[src/rtl/bridge_pkg.sv]
// Shared definitions for the multi-device bridge.
//   brgState_t   : bridge FSM states
//   REG_*        : byte offsets of the bridge registers inside the 16-byte window
//   ERR_IRQ_BIT  : oINTRQ bit that reports a captured error
//   IRQ_W        : width of the interrupt output / mask register
//   winHit()     : base/mask window decode helper
package bridge_pkg;

  typedef enum logic [1:0] {
    IDLE   = 2'd0,
    ACCESS = 2'd1,
    RESP   = 2'd2
  } brgState_t;

  localparam logic [3:0] REG_MASK = 4'h0;
  localparam logic [3:0] REG_PEND = 4'h4;
  localparam logic [3:0] REG_ERR  = 4'h8;

  localparam int ERR_IRQ_BIT = 5;
  localparam int IRQ_W       = 6;

  function automatic logic winHit(input logic [31:0] addr,
                                  input logic [31:0] base,
                                  input logic [31:0] mask);
    return (addr & mask) == (base & mask);
  endfunction

endpackage

[src/rtl/bridge_irq_ctrl.sv]
// Interrupt pending/mask block of the bridge.
// Ports:
//   iCLK, iRST_N  clock, async active-low reset
//   iIntrq        device interrupt levels (synchronous to iCLK)
//   iMaskWr       load iMaskData into the mask register
//   iPendW1c      clear the pending bits that are 1 in iW1cData
//   iErrValid     captured-error flag from the bridge
//   oMask         mask register
//   oPend         pending register
//   oIntrq        [NDEV-1:0] pend & mask, [ERR_IRQ_BIT] err & mask, other bits 0
module bridge_irq_ctrl
  import bridge_pkg::*;
#(
  parameter int NDEV = 2
) (
  input  logic             iCLK,
  input  logic             iRST_N,
  input  logic [NDEV-1:0]  iIntrq,
  input  logic             iMaskWr,
  input  logic [IRQ_W-1:0] iMaskData,
  input  logic             iPendW1c,
  input  logic [NDEV-1:0]  iW1cData,
  input  logic             iErrValid,
  output logic [IRQ_W-1:0] oMask,
  output logic [NDEV-1:0]  oPend,
  output logic [IRQ_W-1:0] oIntrq
);

  logic [NDEV-1:0] intrqPrev;
  logic [NDEV-1:0] rise;
  logic [NDEV-1:0] clr;

  assign rise = iIntrq & ~intrqPrev;
  assign clr  = iPendW1c ? iW1cData : '0;

  always_ff @(posedge iCLK or negedge iRST_N) begin
    if (!iRST_N) begin
      intrqPrev <= '0;
      oMask     <= '0;
      oPend     <= '0;
    end else begin
      intrqPrev <= iIntrq;
      if (iMaskWr) oMask <= iMaskData;
      // A new edge wins over a W1C hitting the same bit in the same cycle.
      oPend <= (oPend & ~clr) | rise;
    end
  end

  always_comb begin
    oIntrq              = '0;
    oIntrq[NDEV-1:0]    = oPend & oMask[NDEV-1:0];
    oIntrq[ERR_IRQ_BIT] = iErrValid & oMask[ERR_IRQ_BIT];
  end

endmodule

[src/rtl/multi_dev_bridge.sv]
// CPU-to-peripheral bridge for NDEV memory-mapped devices.
// Decodes the CPU address against per-device base/mask windows, runs the
// device access with an ack timeout, and serves a 16-byte register window
// (MASK, PEND, ERR) for interrupt and error state.
// Ports:
//   iCLK, iRST_N                 clock, async active-low reset
//   iPR_Req/WE/Addr/Data/BE      CPU request (sampled in IDLE only)
//   oPR_Ready/Data/Err           one-cycle CPU response
//   oDEV_Sel/WE/Addr/Data/BE     device access, held through ACCESS
//   iDEV_Ack, iDEV_Data          per-device completion and read data
//   iINTRQ, oINTRQ               device interrupt levels in, masked interrupts out
//
// state  | meaning
// IDLE   | waiting for iPR_Req; decode and register ops happen here
// ACCESS | device selected, timer running, waiting for ack
// RESP   | oPR_Ready pulse with latched data/err
module multi_dev_bridge
  import bridge_pkg::*;
#(
  parameter int                 NDEV      = 2,
  parameter logic [NDEV*32-1:0] DEV_BASE  = {32'h0000_7F10, 32'h0000_7F00},
  parameter logic [NDEV*32-1:0] DEV_MASK  = {NDEV{32'hFFFF_FFF0}},
  parameter logic [31:0]        BRG_BASE  = 32'h0000_7F20,
  parameter int                 TIMEOUT   = 15,
  parameter bit                 WORD_ONLY = 1'b1
) (
  input  logic                 iCLK,
  input  logic                 iRST_N,
  input  logic                 iPR_Req,
  input  logic                 iPR_WE,
  input  logic [31:0]          iPR_Addr,
  input  logic [31:0]          iPR_Data,
  input  logic [3:0]           iPR_BE,
  output logic                 oPR_Ready,
  output logic [31:0]          oPR_Data,
  output logic                 oPR_Err,
  output logic [NDEV-1:0]      oDEV_Sel,
  output logic                 oDEV_WE,
  output logic [29:0]          oDEV_Addr,
  output logic [31:0]          oDEV_Data,
  output logic [3:0]           oDEV_BE,
  input  logic [NDEV-1:0]      iDEV_Ack,
  input  logic [NDEV*32-1:0]   iDEV_Data,
  input  logic [NDEV-1:0]      iINTRQ,
  output logic [IRQ_W-1:0]     oINTRQ
);

  localparam int            TW         = $clog2(TIMEOUT + 1);
  localparam logic [TW-1:0] TIMER_LAST = TW'(TIMEOUT - 1);

  brgState_t       state, stateNxt;

  logic [NDEV-1:0] selLat;
  logic            weLat;
  logic [31:0]     addrLat;
  logic [31:0]     dataLat;
  logic [3:0]      beLat;
  logic [TW-1:0]   timer;
  logic [31:0]     respData;
  logic            respErr;
  logic            errValid;
  logic [30:0]     errAddr;

  logic            accept;
  logic            brgHit;
  logic [NDEV-1:0] devHit;
  logic            anyHit;
  logic            woErr;
  logic            idleErr;
  logic [3:0]      regOff;
  logic [31:0]     regRdData;
  logic            regErr;
  logic            maskWr;
  logic            pendW1c;
  logic            errClr;
  logic            ackHit;
  logic [31:0]     ackData;
  logic            timerDone;
  logic            accessErr;

  logic [IRQ_W-1:0] mask;
  logic [NDEV-1:0]  pend;

  // ---------------- decode ----------------
  assign accept = (state == IDLE) && iPR_Req;
  assign brgHit = iPR_Addr[31:4] == BRG_BASE[31:4];
  assign regOff = {iPR_Addr[3:2], 2'b00};
  assign woErr  = WORD_ONLY && iPR_WE && (iPR_BE != 4'hF);

  // Lowest-index window wins when device windows overlap.
  always_comb begin
    devHit = '0;
    anyHit = 1'b0;
    for (int i = 0; i < NDEV; i++) begin
      if (!anyHit && winHit(iPR_Addr, DEV_BASE[i*32 +: 32], DEV_MASK[i*32 +: 32])) begin
        devHit[i] = 1'b1;
        anyHit    = 1'b1;
      end
    end
  end

  // ---------------- bridge register window ----------------
  always_comb begin
    regRdData = '0;
    regErr    = 1'b0;
    maskWr    = 1'b0;
    pendW1c   = 1'b0;
    errClr    = 1'b0;
    if (accept && brgHit) begin
      if (iPR_WE) begin
        if (iPR_BE != 4'hF) begin
          regErr = 1'b1;
        end else begin
          case (regOff)
            REG_MASK: maskWr  = 1'b1;
            REG_PEND: pendW1c = 1'b1;
            REG_ERR:  errClr  = 1'b1;
            default:  regErr  = 1'b1;
          endcase
        end
      end else begin
        case (regOff)
          REG_MASK: regRdData[IRQ_W-1:0] = mask;
          REG_PEND: regRdData[NDEV-1:0]  = pend;
          REG_ERR:  regRdData            = {errValid, errAddr};
          default:  regRdData            = '0;
        endcase
      end
    end
  end

  assign idleErr = accept && (brgHit ? regErr : (anyHit ? woErr : 1'b1));

  // ---------------- device side ----------------
  assign ackHit    = |(iDEV_Ack & selLat);
  assign timerDone = timer == TIMER_LAST;
  assign accessErr = (state == ACCESS) && !ackHit && timerDone;

  always_comb begin
    ackData = '0;
    for (int i = 0; i < NDEV; i++) begin
      if (selLat[i]) ackData = ackData | iDEV_Data[i*32 +: 32];
    end
  end

  // ---------------- FSM ----------------
  always_ff @(posedge iCLK or negedge iRST_N) begin
    if (!iRST_N) state <= IDLE;
    else         state <= stateNxt;
  end

  always_comb begin
    stateNxt = state;
    case (state)
      IDLE: begin
        if (iPR_Req) begin
          if (!brgHit && anyHit && !woErr) stateNxt = ACCESS;
          else                             stateNxt = RESP;
        end
      end
      ACCESS: begin
        if (ackHit || timerDone) stateNxt = RESP;
      end
      RESP:    stateNxt = IDLE;
      default: stateNxt = IDLE;
    endcase
  end

  // ---------------- datapath registers ----------------
  always_ff @(posedge iCLK or negedge iRST_N) begin
    if (!iRST_N) begin
      selLat   <= '0;
      weLat    <= 1'b0;
      addrLat  <= '0;
      dataLat  <= '0;
      beLat    <= '0;
      timer    <= '0;
      respData <= '0;
      respErr  <= 1'b0;
      errValid <= 1'b0;
      errAddr  <= '0;
    end else begin
      if (accept) begin
        selLat   <= devHit;
        weLat    <= iPR_WE;
        addrLat  <= iPR_Addr;
        dataLat  <= iPR_Data;
        beLat    <= iPR_BE;
        timer    <= '0;
        respData <= regRdData;
        respErr  <= idleErr;
      end else if (state == ACCESS) begin
        if (ackHit) begin
          respData <= weLat ? 32'h0 : ackData;
          respErr  <= 1'b0;
          timer    <= '0;
        end else if (timerDone) begin
          respData <= '0;
          respErr  <= 1'b1;
          timer    <= '0;
        end else begin
          timer <= timer + 1'b1;
        end
      end

      // Latest error overwrites the previous capture.
      if (idleErr) begin
        errValid <= 1'b1;
        errAddr  <= iPR_Addr[30:0];
      end else if (accessErr) begin
        errValid <= 1'b1;
        errAddr  <= addrLat[30:0];
      end else if (errClr) begin
        errValid <= 1'b0;
      end
    end
  end

  // ---------------- outputs ----------------
  assign oPR_Ready = state == RESP;
  assign oPR_Data  = oPR_Ready ? respData : 32'h0;
  assign oPR_Err   = oPR_Ready & respErr;
  assign oDEV_Sel  = (state == ACCESS) ? selLat : '0;
  assign oDEV_WE   = (state == ACCESS) & weLat;
  assign oDEV_Addr = addrLat[31:2];
  assign oDEV_Data = dataLat;
  assign oDEV_BE   = beLat;

  bridge_irq_ctrl #(
    .NDEV (NDEV)
  ) uIrq (
    .iCLK      (iCLK),
    .iRST_N    (iRST_N),
    .iIntrq    (iINTRQ),
    .iMaskWr   (maskWr),
    .iMaskData (iPR_Data[IRQ_W-1:0]),
    .iPendW1c  (pendW1c),
    .iW1cData  (iPR_Data[NDEV-1:0]),
    .iErrValid (errValid),
    .oMask     (mask),
    .oPend     (pend),
    .oIntrq    (oINTRQ)
  );

endmodule
[config.mk]
export PLATFORM = sky130hd
export DESIGN_NAME = multi_dev_bridge
export DESIGN_NICKNAME = d
export VERILOG_FILES = /design/src/rtl/bridge_pkg.sv /design/src/rtl/bridge_irq_ctrl.sv /design/src/rtl/multi_dev_bridge.sv
export SDC_FILE = /design/constraint.sdc
export NUM_CORES = 1
export LEC_CHECK = 0
export BUFFER_PORTS_ARGS = -buffer_cell sky130_fd_sc_hd__buf_2
export CAP_MARGIN = 20
export CORE_ASPECT_RATIO = 0.9
export CORE_MARGIN = 1.5
export CORE_UTILIZATION = 55
export DETAILED_ROUTE_END_ITERATION = 10
export PLACE_DENSITY = 0.86
export SYNTH_ARGS = -nofsm -noshare
export SYNTH_HDL_FRONTEND = slang
export SYNTH_SLANG_ARGS = --single-unit
[constraint.sdc]
create_clock -name iCLK -period 2.8 [get_ports iCLK]
set_input_delay 0.56 -clock iCLK [delete_from_list [all_inputs] [get_ports iCLK]]
set_output_delay 0.56 -clock iCLK [all_outputs]
set_load 0.05 [all_outputs]
; ---- Yosys cells after proc, flatten, opt, wreduce, memory -nomap -nowiden
; Index checks and enable logic that the tools add are counted.
[totals]
reg_bits = 152
latchBits = 0
mem_bits_rw = 0
romBits = 0
input_bits = 140
out_inout_bits = 109
word_cells = 114
mem_count = 0
[classes]
addsub = 1
n_mul = 0
div_mod_pow = 0
order_cmp = 0
n_eq_ne = 11
shift = 0
mux = 53
bitwise = 11
n_reduce_logical = 24
[ops]
columns = operator, count
row1 = 32-bit 2-to-1 mux, 10
row2 = "28-bit by 11-bit equality test with 1-bit output, second input constant", 3
row3 = 31-bit 2-to-1 mux, 2
row4 = 32-bit OR, 1
row5 = 1-bit 2-to-1 mux, 28
row6 = 26-bit 2-to-1 mux, 1
row7 = 4-bit 2-to-1 mux, 4
row8 = 2-bit 2-to-1 mux, 5
row9 = 1-bit logical AND, 9
row10 = 2-bit AND, 4
row11 = 4-bit case mux with 2 select lines, 1
row12 = 2-bit case mux with 3 select lines, 1
row13 = 3-bit nonzero test, 2
row14 = "4-bit by 1-bit adder with 4-bit output, second input constant", 1
row15 = "2-bit by 1-bit equality test with 1-bit output, second input constant", 2
row16 = "2-bit equality test, second input constant", 2
row17 = "4-bit equality test, second input constant", 1
row18 = 1-bit zero test, 4
row19 = 4-bit zero test, 1
row20 = "2-bit inequality test, second input constant", 2
row21 = "4-bit inequality test, second input constant", 1
row22 = 2-bit NOT, 2
row23 = 2-bit case mux with 2 select lines, 1
row24 = 2-bit AND reduction, 2
row25 = other kinds (7), 10

; ---- Depth between registers and ports, before layout
; Gate-level depths: netlist of the first run.
[depth]
depth_word = 10
depth_mapped = 9
ltp_nobuf = 7

; ---- Cells and area by module
; A second synthesis of the first run with hierarchy kept.
[unflattened]
hier_cells = 727
area_unflattened_um2 = 7536.0
[by_module_without_submodules]
columns = module, n_inst, cells_per_inst, area_per_inst_um2, seq_area_each_um2
row1 = multi_dev_bridge, 1, 697, 7106.8, 3553.4
row2 = bridge_irq_ctrl, 1, 30, 429.2, 250.2

; ---- Worst setup path after synthesis of the first run
; No wires, ideal clock.
[synth_path]
kind = register -> output
start = register state[1]
end = output oPR_Data[22]
t_arrival_ns = 1.780
required_time_ns = 2.240
setup_slack_ns = 0.460
path_stages_with_launch = 4
path_buffers = 1
path_cell_list = dfrtp_1 -> nor2b_1 -> clkbuf_1 -> and2_1
[synth_between]
elab_chain_cells = 2
[synth_rtl]
columns = element, line_no
row1 = "start, declared", multi_dev_bridge.sv:51  ; brgState_t state, stateNxt;
row2 = "start signal, assigned", multi_dev_bridge.sv:149  ; else state <= stateNxt;
row3 = 2-bit equality test, multi_dev_bridge.sv:220  ; assign oPR_Ready = state == RESP;
row4 = named net oPR_Ready, multi_dev_bridge.sv:34  ; output logic oPR_Ready,
row5 = 32-bit 2-to-1 mux, multi_dev_bridge.sv:221  ; assign oPR_Data = oPR_Ready ? respData : 32'h0;
row6 = "end, declared", multi_dev_bridge.sv:35  ; output logic [31:0] oPR_Data,
; The timed path passes the listed nets, and every way through them passes these cells.

; ---- Worst setup path in the final report of the first run
[layout_path]
start = register state[1]
end = output oPR_Data[1]
[layout_between]
elab_chain_cells = 2
[layout_rtl]
columns = element, line_no
row1 = 2-bit equality test, multi_dev_bridge.sv:220
row2 = 32-bit 2-to-1 mux, multi_dev_bridge.sv:221
; No other way between the ends.

==> insert_results.sql, run 1 <==
INSERT INTO impl_metrics (metric_group, metric, value, unit) VALUES
('run_status', 'status', 'finished clean', ''),
('placement', 'place.detailed.instances', '1161', ''),
('clock_tree', 'cts_setup_buffers', '0', ''),
('clock_tree', 'cts.sink_count', '152', ''),
('floorplanning', 'count_of_boundary_i_o_pins', '249', ''),
('synth', 'post_synth_num_cell_types', '49', ''),
('route', 'drcViolationCount', '0', ''),
('job', 'max_cap_viol_count', '0', ''),
('floorplanning', 'die_height', '114.5', 'um'),
('synth', 'ys_async_sr_fraction', '100.0', '%'),
('sta', 'timing.final.crit_share', '82.33', '%'),
('setup_path', 'path_cells', 'nor2b_2 > buf_4 > and2_1 > buf_2', ''),
('sta', 'min_period', '2305', 'ps'),
('sta', 'drv_slew', '0', ''),
('setup_path', 'cp_max_fo', '16', ''),
('sta', 'finalClockSkew', '10.30', 'ps'),
('final_layout', 'layout_common_cells', 'sky130_fd_sc_hd__buf_2, sky130_fd_sc_hd__nand2_1, sky130_fd_sc_hd__dfrtp_1, sky130_fd_sc_hd__nor2_1, sky130_fd_sc_hd__a21oi_1', ''),
('power', 'power.internal', '4.171', 'mW'),
('synth', 'post_synth_mux_area_share', '5.827', '%'),
('route', 'wl_met2', '9582', 'um'),
('global_route', 'pin_count_of_the_biggest_net_entering_global_routing', '65', ''),
('placement', 'postPlaceCellArea', '8786', 'um^2'),
('setup_path', 'cp_data_required_time', '2240', 'ps'),
('setup_path', 'crit_slowest_cell', 'sky130_fd_sc_hd__dfrtp_1', ''),
('final_layout', 'diodes', '0', ''),
('route', 'first_pass_iters', '5', ''),
('route', 'vias', '6486', ''),
('setup_path', 'crit_path_max_incr_delay', '430', 'ps'),
('sta', 'fin_tns_setup', '0', 'ps'),
('power', 'power_density', '664.9', 'nW/um^2'),
('floorplanning', 'floorplan.die_area', '14530', 'um^2'),
('setup_path', 'timing.critical_path.from_type', 'register', ''),
('clock_tree', 'clkLatencyLatePin', '430', 'ps'),
('route', 'postRouteAntennaNets', '0', ''),
('clock_tree', 'htree_num_levels', '4', ''),
('setup_path', 'worst-endpoint-arrival', '1750', 'ps'),
('synth', 'post_synth_xor_area_fraction', '0', '%'),
('global_route', 'grt.overflow.total', '0', ''),
('route', 'wirelength_routed', '20090', 'um'),
('power', 'switching_fraction', '32.90', '%'),
('synth', 'seq_area_frac_synth', '50.04', '%'),
('sta', 'timing_hold_violations_final', '0', ''),
('synth', 'synth_compound_gate_area_share', '14.27', '%'),
('synth', 'synthesis.area_per_instance', '9.372', 'um^2'),
('power', 'share_comb_of_total_power', '22.7', '%'),
('setup_path', 'cp-end-kind', 'output pin', ''),
('synth', 'synth_area', '7601', 'um^2'),
('global_route', 'groute.usage.overall', '28.45', '%'),
('final_layout', 'instances_no_fill', '1191', ''),
('synth', 'postSynthCellCount', '811', ''),
('floorplanning', 'chipWidth', '126.9', 'um'),
('route', 'wl_met3', '1308', 'um'),
('route', 'routed_via_density', '5.446', ''),
('sta', 'fmax', '433.8', 'MHz'),
('floorplanning', 'start_util', '56.67', '%'),
('synth', 'dominant_combinational_cell_family_by_area_after_synthesis', 'simple AND/OR/NAND/NOR gates', ''),
('power', 'pwr-share-seq', '41.9', '%'),
('min_path', 'min_path_type', 'in2async', ''),
('global_route', 'first_pass_grt_wire_length', '31620', 'um'),
('final_layout', 'mostFrequentLayoutCell', 'sky130_fd_sc_hd__buf_2', ''),
('placement', 'post-dp-hpwl', '14310', 'um'),
('synth', 'ys.flop_type', 'sky130_fd_sc_hd__dfrtp_1', ''),
('power', 'p_switching', '2.045', 'mW'),
('power', 'static-leakage-power', '4.631', 'nW'),
('placement', 'globalplace.congestion', '0.9154', ''),
('setup_path', 'path_class', 'reg2out', ''),
('synth', 'synth-simple-area-share', '22.45', '%'),
('global_route', 'grt_antenna_before_repair', '0', ''),
('clock_tree', 'clkTransAtPathRegs', '60', 'ps'),
('power', 'power_share_of_the_clock_group', '35.4', '%'),
('route', 'met1Wirelength', '8609', 'um');
-- cell usage after synthesis (2+ instances only) --
library cell | number | area, um^2
sky130_fd_sc_hd__nand2_1 | 210 | 788.3
sky130_fd_sc_hd__dfrtp_1 | 152 | 3804
sky130_fd_sc_hd__nor2_1 | 71 | 266.5
sky130_fd_sc_hd__a21oi_1 | 44 | 220.2
sky130_fd_sc_hd__and2_1 | 40 | 250.2
sky130_fd_sc_hd__a22oi_1 | 33 | 247.7
sky130_fd_sc_hd__buf_4 | 33 | 247.7
sky130_fd_sc_hd__mux2i_1 | 33 | 330.3
sky130_fd_sc_hd__clkbuf_1 | 31 | 116.4
sky130_fd_sc_hd__o21ai_2 | 31 | 271.5
sky130_fd_sc_hd__a21oi_2 | 20 | 175.2
sky130_fd_sc_hd__nand2_2 | 16 | 100.1
sky130_fd_sc_hd__mux2_2 | 10 | 112.6
sky130_fd_sc_hd__buf_6 | 9 | 101.4
sky130_fd_sc_hd__buf_2 | 7 | 35.03
sky130_fd_sc_hd__o21ai_0 | 7 | 35.03
sky130_fd_sc_hd__a31oi_1 | 5 | 31.28
sky130_fd_sc_hd__inv_1 | 5 | 18.77
sky130_fd_sc_hd__buf_1 | 4 | 15.01
sky130_fd_sc_hd__nand4_1 | 4 | 25.02
sky130_fd_sc_hd__nor2b_1 | 4 | 25.02
sky130_fd_sc_hd__a22o_1 | 3 | 26.28
sky130_fd_sc_hd__nand3_1 | 3 | 15.01
sky130_fd_sc_hd__nor3_1 | 3 | 15.01
sky130_fd_sc_hd__a21o_1 | 2 | 15.01
sky130_fd_sc_hd__a41oi_1 | 2 | 17.52
sky130_fd_sc_hd__and3_1 | 2 | 12.51
sky130_fd_sc_hd__and4b_1 | 2 | 20.02
sky130_fd_sc_hd__ha_1 | 2 | 25.02
sky130_fd_sc_hd__nand2b_1 | 2 | 12.51
sky130_fd_sc_hd__nor4_1 | 2 | 12.51
sky130_fd_sc_hd__or3_1 | 2 | 12.51
-- final timing paths --
kind | start | end | slack (ps) | cells past startpoint
min reg2reg | oDEV_Data[17] | oDEV_Data[17] | 470 | 2
max reg2reg | timer[0] | respData[23] | 640 | 8
max | state[1] | oPR_Data[1] | 490 | 4
min in group iCLK | iINTRQ[1] | uIrq.intrqPrev[1] | 260 | 1
max in group asynchronous | iRST_N | addrLat[9] | 1920 | 2
min | iRST_N | oDEV_Data[14] | 100 | 1
-- layer usage --
layer	vias to the layer above	track usage, %
met5	-	0
met4	0	13.26
met3	43	5.561
met2	292	45.94
met1	3070	37.46
li1	3081	-
-- power groups by stage --
stage	Clock, mW	Combinational [mW]	Sequential (mW)
after CTS	2.23	1.42	2.60
after global routing	2.33	1.50	2.63
after detailed placement	0	1.41	2.63
after global placement	0	1.38	2.63
after floorplan	0	0.834	2.84
final	2.20	1.41	2.60
-- state kept, by name, indices dropped and copies added, names as in the netlist, 2 cells and up --
register        count
addrLat            32
oDEV_Data          32
respData           32
errAddr            31
uIrq.oMask          6
oDEV_BE             4
timer               4
selLat              2
state               2
uIrq.intrqPrev      2
uIrq.oPend          2
-- worst register-to-register path, cell delays in order, from the launching register on --
cell,delay [ps]
sky130_fd_sc_hd__dfrtp_1,400
sky130_fd_sc_hd__inv_1,100
sky130_fd_sc_hd__ha_1,150
sky130_fd_sc_hd__nand3_1,150
sky130_fd_sc_hd__nand2_1,220
sky130_fd_sc_hd__a21o_2,590
sky130_fd_sc_hd__buf_12,290
sky130_fd_sc_hd__nor2_1,100
sky130_fd_sc_hd__a21oi_2,110
-- metrics by stage --
stage | worst slack (ps) | power (mW) | hold slack, ps | util, %
global placement | 360.5 | 4.006 | 452.3 | 65.50
global route | 442.5 | 6.465 | 157.2 | 69.70
detailed placement | 337.8 | 4.045 | 456.8 | 65.50
floorplan | 460.3 | 3.675 | 264.4 | -
CTS | 479.7 | 6.247 | 137.4 | 69.70
finish | 494.6 | 6.216 | 99.19 | 69.70
-- logic make-up (layout without fill, tap and decap cells) --
logic type	count (synthesis)	after routing
AND/OR/NAND/NOR	372	372
AO/OA/AOI/OAI	152	152
flip-flops	152	152
buffers and inverters	89	299
multiplexers	43	43
adder cells (fa/ha/maj)	2	2
other	1	3
-- cell type report --
type	instances	area, um^2	area share [%]
clock buffer	22	464.2	4.965
clock inverter	8	98.84	1.057
inverter	5	18.77	0.2007
multi-input combinational	572	3291	35.20
sequential	152	3804	40.69
tap	168	210.2	2.248
timing repair buffer	264	1463	15.65
(Power assumes the default switching activity.)
==> run 2: changes to the inputs <==
--- a/config.mk
+++ b/config.mk
@@ -9,9 +9,9 @@
 export CAP_MARGIN = 20
 export CORE_ASPECT_RATIO = 0.9
 export CORE_MARGIN = 1.5
-export CORE_UTILIZATION = 55
+export CORE_UTILIZATION = 46
 export DETAILED_ROUTE_END_ITERATION = 10
-export PLACE_DENSITY = 0.86
+export PLACE_DENSITY = 0.77
 export SYNTH_ARGS = -nofsm -noshare
 export SYNTH_HDL_FRONTEND = slang
 export SYNTH_SLANG_ARGS = --single-unit
==> constraint.sdc (replaced) <==
create_clock -name iCLK -period 1.9 [get_ports iCLK]
set_input_delay 0.38 -clock iCLK [delete_from_list [all_inputs] [get_ports iCLK]]
set_output_delay 0.38 -clock iCLK [all_outputs]
set_load 0.05 [all_outputs]
==> run 2 against run 1 <==
The flow now finishes with violations (setup timing). Clock power increased by 40%. Critical path depth increased by 4. First-iteration DRC count decreased by 5.5%. Utilization decreased by 5.4 points. Critical path type is now reg2reg.
==> insert_results.sql, run 2 (same netlist as run 1, synthesis figures left out) <==
INSERT INTO impl_metrics (metric_group, metric, value, unit) VALUES
('clock_tree', 'clkTransAtPathRegs', '70', 'ps'),
('run_status', 'status', 'finished, violations left', ''),
('sta', 'post-route-worst-setup-slack', '-79.52', 'ps'),
('sta', 'drv_slew', '0', ''),
('route', 'drcViolationCount', '0', ''),
('route', 'postRouteAntennaNets', '0', ''),
('sta', 'min_period', '1980', 'ps'),
('power', 'power.ir.vdd_worst', '0.6774', 'mV'),
('power', 'static-leakage-power', '5.052', 'nW'),
('min_path', 'min_path_type', 'in2reg', ''),
('final_layout', 'fill_cells', '1304', ''),
('min_path', 'hold_path_depth', '1', ''),
('floorplanning', 'start_util', '47.12', '%'),
('route', 'routed_via_density', '5.179', ''),
('sta', 'worst_slew_margin_rel', '64.85', '%'),
('clock_tree', 'clkLatencyLatePin', '420', 'ps'),
('setup_path', 'reg2reg_slack', '-80', 'ps'),
('placement', 'place_ws', '-266.8', 'ps'),
('floorplanning', 'chipWidth', '138.5', 'um'),
('route', 'vias', '6650', ''),
('floorplanning', 'die_height', '125.0', 'um'),
('sta', 'setup_viol_count_final', '46', ''),
('setup_path', 'r2r_start', 'state[0]', ''),
('final_layout', 'final_nets', '1206', ''),
('final_layout', 'drive_gt1_share', '43.73', '%'),
('clock_tree', 'cts.sink_count', '152', ''),
('route', 'first_drt_iteration_drcs', '397', ''),
('sta', 'fin_tns_setup', '-1367', 'ps'),
('floorplanning', 'count_of_boundary_i_o_pins', '249', ''),
('job', 'max_cap_viol_count', '0', ''),
('sta', 'final.hold.worst_slack', '78.25', 'ps'),
('setup_path', 'r2r_end', 'respData[18]', ''),
('run_status', 'violations', 'setup timing', ''),
('global_route', 'pin_count_of_the_biggest_net_entering_global_routing', '75', ''),
('min_path', 'hold_path_end', 'uIrq.intrqPrev[1]', ''),
('global_route', 'grt.overflow.total', '0', ''),
('clock_tree', 'clockRootBuffer', 'sky130_fd_sc_hd__clkbuf_16', ''),
('setup_path', 'worst-endpoint-arrival', '2340', 'ps'),
('floorplanning', 'num_rows', '44', ''),
('floorplanning', 'floorplan.die_area', '17310', 'um^2'),
('sta', 'finalClockSkew', '10.30', 'ps'),
('floorplanning', 'core', '16130', 'um^2'),
('final_layout', 'layout_common_cells', 'sky130_fd_sc_hd__buf_2, sky130_fd_sc_hd__nand2_1, sky130_fd_sc_hd__dfrtp_1, sky130_fd_sc_hd__nor2_1, sky130_fd_sc_hd__buf_4', ''),
('min_path', 'min-delay-start', 'iINTRQ[1]', ''),
('setup_path', 'cp_max_fo', '7', ''),
('final_layout', 'mostFrequentLayoutCell', 'sky130_fd_sc_hd__buf_2', ''),
('clock_tree', 'tritoncts.num_buffers', '17', ''),
('global_route', 'vias_in_the_first_global_route', '6407', ''),
('sta', 'timing_hold_violations_final', '0', ''),
('global_route', 'groute.usage.overall', '24.50', '%'),
('sta', 'fmax', '505.2', 'MHz'),
('clock_tree', 'htree_num_levels', '4', ''),
('placement', 'post-dp-hpwl', '14640', 'um'),
('global_route', 'first_pass_grt_wire_length', '33410', 'um'),
('clock_tree', 'cts_tree', 'built', ''),
('sta', 'timing.final.crit_share', '104.2', '%'),
('route', 'first_pass_iters', '5', ''),
('setup_path', 'path_class', 'reg2reg', ''),
('route', 'wirelength_routed', '21900', 'um'),
('route', 'post_drt_wl_per_cell', '17.06', 'um'),
('setup_path', 'timing.critical_path.from_type', 'register', ''),
('placement', 'placement.io_buffers', '245', ''),
('setup_path', 'reg2regPathDepth', '8', ''),
('clock_tree', 'max-clock-path-buffers', '2', ''),
('placement', 'globalplace.congestion', '0.8267', ''),
('sta', 'grt_setup_unrepaired', 'true', ''),
('setup_path', 'cp_data_required_time', '2260', 'ps'),
('setup_path', 'crit_path_max_incr_delay', '430', 'ps'),
('global_route', 'grt_antenna_before_repair', '0', ''),
('setup_path', 'crit_slowest_cell', 'sky130_fd_sc_hd__dfrtp_2', ''),
('final_layout', 'areaGrowthSynthToFinish', '36.51', '%'),
('setup_path', 'cp-end-kind', 'register', ''),
('final_layout', 'finish.utilization', '64.33', '%'),
('setup_path', 'path_cells', 'buf_6 > nor3b_4 > nand4_1 > nor4_4 > buf_6 > clkbuf_16 > a21oi_2 > a21oi_2', ''),
('final_layout', 'diodes', '0', ''),
('power', 'power_density', '892.4', 'nW/um^2'),
('sta', 'worst-slew-pin-transition', '527.3', 'ps');
## run 2: how the worst max path moves through the flow
stage	start	to	slack, ps	cells past startpoint
finish	state[0]	respData[18]	-80	8
detailed placement	iPR_Addr[6]	errAddr[6]	-270	7
global route	state[0]	respData[25]	-150	8
floorplan	state[1]	oPR_Data[22]	8	3
global placement	iPR_Addr[6]	errAddr[6]	-200	7
CTS	state[0]	oPR_Err	-60	5
## run 2: power breakdown
group | internal [mW] | leakage (nW) | switching, mW | total [mW]
Clock | 1.72 | 0.254 | 1.38 | 3.09
Sequential | 3.61 | 1.87 | 0.241 | 3.85
Combinational | 0.745 | 2.93 | 1.57 | 2.32
Total | 6.07 | 5.05 | 3.19 | 9.26
## run 2: cell type report
class | count | area, um^2 | share of cell area [%]
Clock buffer | 20 | 446.7 | 4.305
Sequential cell | 152 | 3805 | 36.67
Tap cell | 207 | 259.0 | 2.496
Clock inverter | 12 | 92.59 | 0.8923
Timing Repair Buffer | 316 | 2321 | 22.37
Multi-Input combinational cell | 572 | 3433 | 33.09
Inverter | 5 | 18.77 | 0.1809
## run 2: metrics by stage
stage | area (um^2) | power, mW | cells
3_5_place_dp | 9203 | 6.043 | 1238
4_1_cts | 10090 | 9.250 | 1278
3_3_place_gp | 9203 | 5.999 | 1238
6_report | 10380 | 9.259 | 1284
5_1_grt | 10380 | 9.658 | 1284
2_1_floorplan | 7610 | 5.417 | 813
## run 2: what timing repair did
item	CTS	global route
gates cloned	1	6
hold buffers	1	0
setup endpoints to repair	37	162
setup buffers	6	3
pin swaps	11	38
gates resized for setup	89	52
endpoints found under the hold margin	47	0
## run 2: worst max-delay path, delay by kind of cell, from the launching register on
family	cells	cell delay (ps)
AOI/OAI and AO/OA	2	210
and+or+nand+nor	3	770
DFF	1	430
buffers and inverters	3	490
## run 2: layer usage
metal	up-vias	track usage, %	wire length, um
met1	3232	32.71	9816
li1	3186	-	-
met2	204	39.54	10720
met3	28	4.443	981
met4	0	10.28	380
met5	-	0	0
==> run 3: changes to the inputs <==
--- a/config.mk
+++ b/config.mk
@@ -12,6 +12,7 @@
 export CORE_UTILIZATION = 46
 export DETAILED_ROUTE_END_ITERATION = 10
 export PLACE_DENSITY = 0.77
+export SKIP_LAST_GASP = 1
 export SYNTH_ARGS = -nofsm -noshare
 export SYNTH_HDL_FRONTEND = slang
 export SYNTH_SLANG_ARGS = --single-unit
==> run 3 against run 2 <==
The flow still finishes with violations (setup timing). Sequential power about the same. Global-route usage unchanged. Sequential share of layout area up 0.089 points. Highest routed layer unchanged.
==> insert_results.sql, run 3 (same netlist as run 1, synthesis figures left out) <==
INSERT INTO impl_metrics (metric_group, metric, value, unit) VALUES
('setup_path', 'timing.critical_path.from_type', 'register', ''),
('setup_path', 'r2r_start', 'state[0]', ''),
('setup_path', 'reg2regPathDepth', '8', ''),
('clock_tree', 'clockRootBuffer', 'sky130_fd_sc_hd__clkbuf_16', ''),
('setup_path', 'cp-end-kind', 'register', ''),
('sta', 'timing.final.crit_share', '103.7', '%'),
('sta', 'worst-slew-pin-transition', '527.2', 'ps'),
('sta', 'worst_slew_margin_rel', '64.85', '%'),
('setup_path', 'worst-endpoint-arrival', '2330', 'ps'),
('global_route', 'grt_antenna_before_repair', '0', ''),
('route', 'first_drt_iteration_drcs', '351', ''),
('route', 'vias', '6667', ''),
('floorplanning', 'start_util', '47.12', '%'),
('sta', 'setup_viol_count_final', '42', ''),
('route', 'wirelength_routed', '21840', 'um'),
('clock_tree', 'clkLatencyLatePin', '430', 'ps'),
('global_route', 'pin_count_of_the_biggest_net_entering_global_routing', '75', ''),
('final_layout', 'drive_gt1_share', '43.27', '%'),
('min_path', 'hold_path_depth', '1', ''),
('sta', 'grt_setup_unrepaired', 'true', ''),
('placement', 'post-dp-hpwl', '14640', 'um'),
('clock_tree', 'max-clock-path-buffers', '2', ''),
('global_route', 'first_pass_grt_wire_length', '33410', 'um'),
('route', 'first_pass_iters', '5', ''),
('global_route', 'grt.overflow.total', '0', ''),
('setup_path', 'crit_start', 'state[0]', ''),
('final_layout', 'diodes', '0', ''),
('sta', 'finalClockSkew', '10.04', 'ps'),
('setup_path', 'crit_slowest_cell', 'sky130_fd_sc_hd__dfrtp_2', ''),
('final_layout', 'final_nets', '1206', ''),
('setup_path', 'cp_max_fo', '7', ''),
('power', 'power.ir.vdd_worst', '0.6802', 'mV'),
('global_route', 'vias_in_the_first_global_route', '6407', ''),
('route', 'drcViolationCount', '0', ''),
('route', 'post_drt_wl_per_cell', '17.01', 'um'),
('sta', 'drv_slew', '0', ''),
('run_status', 'violations', 'setup timing', ''),
('floorplanning', 'num_rows', '44', ''),
('final_layout', 'areaGrowthSynthToFinish', '36.18', '%'),
('sta', 'fmax', '507.4', 'MHz'),
('run_status', 'status', 'finished, violations left', ''),
('global_route', 'groute.usage.overall', '24.50', '%'),
('floorplanning', 'core', '16130', 'um^2'),
('setup_path', 'worst-path-buf-inv', '3', ''),
('setup_path', 'critical_path_cell_count', '8', ''),
('clock_tree', 'clkTransAtPathRegs', '70', 'ps'),
('clock_tree', 'htree_num_levels', '4', ''),
('floorplanning', 'chipWidth', '138.5', 'um'),
('sta', 'timing_hold_violations_final', '0', ''),
('power', 'static-leakage-power', '5.040', 'nW'),
('sta', 'fin_tns_setup', '-1161', 'ps'),
('route', 'routed_via_density', '5.192', ''),
('floorplanning', 'count_of_boundary_i_o_pins', '249', ''),
('clock_tree', 'cts.sink_count', '152', ''),
('setup_path', 'path_cells', 'buf_6 > nor3b_4 > nand4_1 > nor4_4 > buf_6 > clkbuf_16 > a21oi_2 > a21oi_2', ''),
('floorplanning', 'floorplan.die_area', '17310', 'um^2'),
('setup_path', 'worstSetupEndpoint', 'respData[18]', ''),
('sta', 'min_period', '1971', 'ps'),
('route', 'postRouteAntennaNets', '0', ''),
('sta', 'final.hold.worst_slack', '75.59', 'ps'),
('power', 'design_power_total', '9.240', 'mW'),
('setup_path', 'reg2reg_slack', '-70', 'ps'),
('power', 'power_density', '892.7', 'nW/um^2'),
('job', 'max_cap_viol_count', '0', ''),
('setup_path', 'r2r_end', 'respData[18]', ''),
('placement', 'placement.io_buffers', '245', ''),
('placement', 'globalplace.congestion', '0.8267', ''),
('setup_path', 'cp_data_required_time', '2260', 'ps'),
('final_layout', 'layout_common_cells', 'sky130_fd_sc_hd__nand2_1, sky130_fd_sc_hd__buf_2, sky130_fd_sc_hd__dfrtp_1, sky130_fd_sc_hd__nor2_1, sky130_fd_sc_hd__buf_4', ''),
('floorplanning', 'die_height', '125.0', 'um'),
('sta', 'post-route-worst-setup-slack', '-70.65', 'ps'),
('placement', 'place_ws', '-266.8', 'ps'),
('clock_tree', 'tritoncts.num_buffers', '17', ''),
('setup_path', 'path_delay_family', 'simple AND/OR/NAND/NOR gates', ''),
('setup_path', 'path_class', 'reg2reg', ''),
('min_path', 'min_path_type', 'in2reg', ''),
('clock_tree', 'cts_tree', 'built', ''),
('setup_path', 'crit_path_max_incr_delay', '430', 'ps');
[run 3: cell types whose count changed in the layout (fill, tap and decap cells not counted)]
cell	change
sky130_fd_sc_hd__mux2i_2	-1
sky130_fd_sc_hd__mux2i_1	+1
sky130_fd_sc_hd__and2_1	+3
sky130_fd_sc_hd__buf_6	+3
sky130_fd_sc_hd__buf_8	-3
sky130_fd_sc_hd__and2_4	-3
sky130_fd_sc_hd__nand2_1	+1
sky130_fd_sc_hd__nand2_2	-1
[run 3: worst min-delay path by stage]
stage | startpoint | to
after global routing | iINTRQ[1] | uIrq.intrqPrev[1]
after detailed placement | iRST_N | oDEV_Data[17]
after global placement | iRST_N | oDEV_Data[17]
after floorplan | iRST_N | addrLat[0]
after CTS | iINTRQ[1] | uIrq.intrqPrev[1]
final | iINTRQ[1] | uIrq.intrqPrev[1]
[run 3: per-stage QoR]
step,area (um^2),utilization (%),std cells
3_3_place_gp,9203,57.05,1238
2_1_floorplan,7610,-,813
5_1_grt,10350,64.17,1284
4_1_cts,10090,62.57,1278
3_5_place_dp,9203,57.05,1238
6_report,10350,64.17,1284
[run 3: cell type report]
class	count	area, um^2
fill	1305	5779
sequential	152	3805
multi-input combinational	572	3420
timing repair buffer	316	2310
clock buffer	20	446.7
tap	207	259.0
clock inverter	12	92.59
inverter	5	18.77
[run 3: repair_timing]
action                                  4_1_cts  5_1_grt
hold buffers                                  1        0
pin swaps                                    11       37
endpoints found under the hold margin        47        0
endpoints found under the setup margin       37      162
gates resized for setup                      89       44
buffers inserted                              6        3
cloned                                        1        6
[run 3: layer usage]
layer | vias up | part of all wire (%) | GRT usage [%] | wire (um)
met2 | 249 | 48 | 39.54 | 10550
met4 | 0 | 2.1 | 10.28 | 468
li1 | 3182 | - | - | -
met1 | 3200 | 44 | 32.71 | 9676
met3 | 36 | 5.2 | 4.443 | 1143
met5 | - | 0 | 0 | 0
[run 3: report_power, final]
group          internal (mW)  switching (mW)
clock                   1.72            1.37
sequential              3.61           0.238
combinational          0.736            1.57
total                   6.06            3.18
